===== src/rtl/receive_shift_register.sv =====
// receive_shift_register: serial-to-parallel receiver with a two-entry output buffer.
// Frame on the line: start 1, DATA_WIDTH data bits (LSB first), even parity bit, stop 0.
// Ports:
//   clk, rst_n     - system clock, asynchronous active-low reset
//   serial_data    - serial line, sampled only on cycles with shift=1
//   shift          - bit strobe, one line bit consumed per strobe
//   paralel_data   - head word of the output buffer, 0 when empty
//   data_valid     - output buffer non-empty
//   data_ack       - pops the head word, ignored when the buffer is empty
//   parity_error   - one-cycle pulse, frame dropped on parity mismatch
//   framing_error  - one-cycle pulse, frame dropped on bad stop bit
//   overrun_error  - one-cycle pulse, good frame dropped because the buffer was full
module receive_shift_register #(
  parameter int unsigned DATA_WIDTH = 8
) (
  input  logic                  clk,
  input  logic                  rst_n,
  input  logic                  serial_data,
  input  logic                  shift,
  output logic [DATA_WIDTH-1:0] paralel_data,
  output logic                  data_valid,
  input  logic                  data_ack,
  output logic                  parity_error,
  output logic                  framing_error,
  output logic                  overrun_error
);

  localparam int unsigned CW = (DATA_WIDTH > 1) ? $clog2(DATA_WIDTH) : 1;

  localparam logic [1:0] IDLE   = 2'd0;
  localparam logic [1:0] DATA   = 2'd1;
  localparam logic [1:0] PARITY = 2'd2;
  localparam logic [1:0] STOP   = 2'd3;

  logic [1:0]            state, state_n;
  logic [CW-1:0]         cnt, cnt_n;
  logic [DATA_WIDTH-1:0] sreg, sreg_n;
  logic                  par_ok, par_ok_n;
  logic [DATA_WIDTH-1:0] head_n;
  logic [DATA_WIDTH-1:0] tail, tail_n;
  logic [1:0]            count, count_n;
  logic                  perr_n, ferr_n, oerr_n;
  logic                  push_c, pop_c;

  // Frame delineation: advances only on strobed cycles.
  always_comb begin
    state_n  = state;
    cnt_n    = cnt;
    sreg_n   = sreg;
    par_ok_n = par_ok;
    push_c   = 1'b0;
    perr_n   = 1'b0;
    ferr_n   = 1'b0;
    if (shift) begin
      case (state)
        IDLE: begin
          if (serial_data) begin
            state_n = DATA;
            cnt_n   = '0;
            sreg_n  = '0;
          end
        end
        DATA: begin
          sreg_n = {serial_data, sreg[DATA_WIDTH-1:1]};
          // Counter saturates at the last data bit so it never wraps inside a frame.
          if (cnt == CW'(DATA_WIDTH - 1)) begin
            state_n = PARITY;
          end else begin
            cnt_n = cnt + CW'(1);
          end
        end
        PARITY: begin
          par_ok_n = (serial_data == ^sreg);
          state_n  = STOP;
        end
        STOP: begin
          // Framing error wins over parity; the stop bit never starts a new frame.
          state_n = IDLE;
          if (serial_data) begin
            ferr_n = 1'b1;
          end else if (!par_ok) begin
            perr_n = 1'b1;
          end else begin
            push_c = 1'b1;
          end
        end
        default: state_n = IDLE;
      endcase
    end
  end

  // Two-entry buffer: head lives in the paralel_data register, cleared when it empties.
  always_comb begin
    pop_c   = data_ack && (count != 2'd0);
    head_n  = paralel_data;
    tail_n  = tail;
    count_n = count;
    oerr_n  = 1'b0;
    case ({push_c, pop_c})
      2'b01: begin
        head_n  = tail;
        tail_n  = '0;
        count_n = count - 2'd1;
      end
      2'b10: begin
        if (count == 2'd0) begin
          head_n  = sreg;
          count_n = 2'd1;
        end else if (count == 2'd1) begin
          tail_n  = sreg;
          count_n = 2'd2;
        end else begin
          oerr_n = 1'b1;
        end
      end
      2'b11: begin
        // The pop frees a slot, so a push at count 2 is not an overrun.
        if (count == 2'd1) begin
          head_n = sreg;
        end else begin
          head_n = tail;
          tail_n = sreg;
        end
      end
      default: ;
    endcase
  end

  // State and output registers.
  always_ff @(posedge clk or negedge rst_n) begin
    if (!rst_n) begin
      state         <= IDLE;
      cnt           <= '0;
      sreg          <= '0;
      par_ok        <= 1'b0;
      paralel_data  <= '0;
      tail          <= '0;
      count         <= 2'd0;
      data_valid    <= 1'b0;
      parity_error  <= 1'b0;
      framing_error <= 1'b0;
      overrun_error <= 1'b0;
    end else begin
      state         <= state_n;
      cnt           <= cnt_n;
      sreg          <= sreg_n;
      par_ok        <= par_ok_n;
      paralel_data  <= head_n;
      tail          <= tail_n;
      count         <= count_n;
      data_valid    <= (count_n != 2'd0);
      parity_error  <= perr_n;
      framing_error <= ferr_n;
      overrun_error <= oerr_n;
    end
  end

endmodule


===== config.mk =====
export PLATFORM = sky130hd
export DESIGN_NAME = receive_shift_register
export DESIGN_NICKNAME = d
export VERILOG_FILES = /design/src/rtl/receive_shift_register.sv
export SDC_FILE = /design/constraint.sdc
export NUM_CORES = 1
export LEC_CHECK = 0
export BUFFER_PORTS_ARGS = -buffer_cell sky130_fd_sc_hd__buf_2
export CORE_UTILIZATION = 45
export DETAILED_ROUTE_END_ITERATION = 8
export GPL_ROUTABILITY_DRIVEN = 0
export PLACE_DENSITY = 0.69
export SLEW_MARGIN = 30
export SYNTH_ARGS = -nofsm -noshare
export SYNTH_HDL_FRONTEND = slang
export SYNTH_SLANG_ARGS = --single-unit

===== constraint.sdc =====
create_clock -name clk -period 5.53 [get_ports clk]
set_input_delay 1.106 -clock clk [delete_from_list [all_inputs] [get_ports clk]]
set_output_delay 1.106 -clock clk [all_outputs]
set_load 0.01 [all_outputs]

==> reports/summary.txt <==
Status = complete, no violations
Pins Over Slew Limit = 0
Fraction of layout cells with a size suffix above 1 = 20.5%
GRT Total Usage = 18.7%
DR vias/cell = 5.41
Switching Share = 40.1%
Clock tree buffer depth = 2
Pin count of the biggest net entering global routing = 37
Gr ovfl total = 0
Clock network power share = 18.3%
Worst path required time = 5.71 ns
Worst Path Max Fanout = 21
Crit share post-route = 56.6%
Number of routed nets with antenna violations = 0
Crit. End Element = flip-flop
Worst Path Arrival = 3.31 ns
Share of the yosys chip area belonging to registers = 40.5%
DRC viols = 0
Worst slew margin = 45.4%
Setup Crit Path Kind = in -> reg
Mapped Nets = 250
Netlist cell types = 31
Area delta synth->final = 8.05%
DR WL/cell = 14.2 um
Hold WS = 0.492 ns
Tmin final = 3.13 ns
Vias in the first global route = 1549
Initial antenna violation count = 0
Slew @ Worst Pin = 0.819 ns
Die area = 5220 um2
Post-route cell area = 2400 um2
Post-synth design cell area = 2220 um2
NetSw = 432 uW
Finish-stage setup viols = 0
Clock Skew = 0.00702 ns
Yosys reg bits = 36
Critical path launch point type = input port
CTS tree = yes
Clock root buffer = clkbuf_8
DP HPWL = 2.84 mm
Leak = 1.11 nW
Die H = 72.3 um
Final Util = 50.8%
Detailed Route Iter0 Violations = 107
I/O pin count = 17
Gate power share = 43.2%
Max frequency = 319 MHz
Clk pin slew, worst setup/hold paths = 0.08 ns
Die Wd = 72.3 um
Final hold vios = 0
CTS Buf Count = 5
Clock latency at the later pin of the worst-skew pair = 0.29 ns
Top Usage Layer GRT = met2
H-Tree Depth = 2
Max cap viols = 0
Post-CTS Resized = 0
Hold Path Class = reg -> reg
FILL cells = 432
RSZ-0062 raised after global routing = no
Ant diodes = 0
Post-Layout Cell Count = 306
Syn Area/Cell = 9.58 um2
Grt met2 use = 27.7%
TNS Setup = 0 ns
CTS Sinks = 36
Placed inst area = 2310 um2
GR Util met1 = 25.6%
Routed vias = 1656
PD cells = 449 nW/um2
Starting Density = 47.0%
Core area = 4720 um2
Synth warn = 0
Post-synthesis cell count = 232
Worst vdd ir = 264 uV
Core Rows = 25
Final nets = 256
Dpl cells = 298
Overall routed net length = 4.36 mm
Power Internal = 645 uW
DRT Pass-1 Iters = 4
First-pass GRT wire length = 7.49 mm
Sequential share of power = 38.5%
Port bufs = 16
Setup Buffers After CTS = 0
Commonest non-fill, non-tap cell in the layout = nand2_1
Commonest non-fill, non-tap cells in the layout = nand2_1 (39), dfrtp_1 (36), buf_2 (16)
Hold_buf cts = 0
GRT met3 Usage = 5.00%
[through the flow]
stage | setup slack (ns) | power, mW
2_1_floorplan | 2.94 | 0.801
3_3_place_gp | 2.13 | 0.877
3_5_place_dp | 2.08 | 0.884
4_1_cts | 2.40 | 1.09
5_1_grt | 2.19 | 1.17
6_report | 2.40 | 1.08
[cell type report]
cell class                      count  area [um2]  area share, %
Tap cell                           67        83.8           3.49
Inverter                            8        30.0           1.25
Timing Repair Buffer               16        80.1           3.34
Clock inverter                      2        10.0          0.417
Multi-Input combinational cell    171        1210           50.5
Sequential cell                    36         901           37.5
Clock buffer                        6        82.6           3.44
[path summary, 6_finish.rpt]
kind / from / endpoint / slack, ns / cells after the start
max: shift / tail[0] / 2.40 / 8
min: par_ok / parity_error / 0.49 / 1
max reg2reg: count[0] / tail[6] / 2.83 / 8
min reg2reg: par_ok / parity_error / 0.49 / 1
max in group asynchronous: rst_n / par_ok / 4.10 / 1
min in group asynchronous: rst_n / tail[7] / 0.91 / 1
[cell families after synthesis]
family / share of synthesized area (%)
AOI/OAI and AO/OA: 21.7
xor gates and xnor gates: 3.72
adders and majority gates: 7.32
buffers and inverters: 4.95
DFF: 40.5
muxes: 5.07
and+or+nand+nor: 16.7
[metal layers]
metal | part of all wire (%) | up-vias
met5 | 0 | -
met4 | 2.1 | 0
met3 | 4.2 | 10
met2 | 46 | 36
met1 | 48 | 787
li1 | - | 823
[power groups by stage]
stage	sequential [mW]	combinational, mW	clock (mW)
2_1_floorplan	0.369	0.432	0
3_3_place_gp	0.418	0.459	0
3_5_place_dp	0.418	0.466	0
4_1_cts	0.414	0.468	0.205
5_1_grt	0.426	0.529	0.212
6_report	0.415	0.466	0.197
[sequential cells by signal, indices dropped and copies added, names as in the netlist]
name	cells
count	2
overrun_error	1
paralel_data	8
parity_error	1
par_ok	1
sreg	8
state	2
framing_error	1
data_valid	1
tail	8
cnt	3
[cell usage after synthesis (all sizes together)]
library cell	number	area [um2]
buf	9	50.0
inv	8	30.0
a31oi	2	12.5
ha	13	163
nand3	14	70.1
nor2	6	22.5
nor3	2	10.0
a21boi	8	60.1
or2	1	6.26
dfrtp	36	901
nand2b	12	75.1
a221o	8	80.1
nand2	39	146
xnor3	1	22.5
xor2	1	8.76
o21ai	11	55.1
or2b	1	8.76
a21oi	5	32.5
mux2	10	113
xnor2	5	51.3
a22o	10	87.6
a21o	1	7.51
clkbuf	8	30.0
nor3b	1	12.5
a21bo	8	80.1
nor2b	1	6.26
a22oi	9	67.6
and3	2	12.5
[worst max-delay path, stage by stage]
cell and delay (ns):
buf_2 0.19, nand2_1 0.11, nor3b_2 0.33, ha_1 0.67, a21oi_2 0.36, nand2_1 0.15, o21ai_0 0.08, a221o_1 0.32
(Power assumes the default switching activity.)
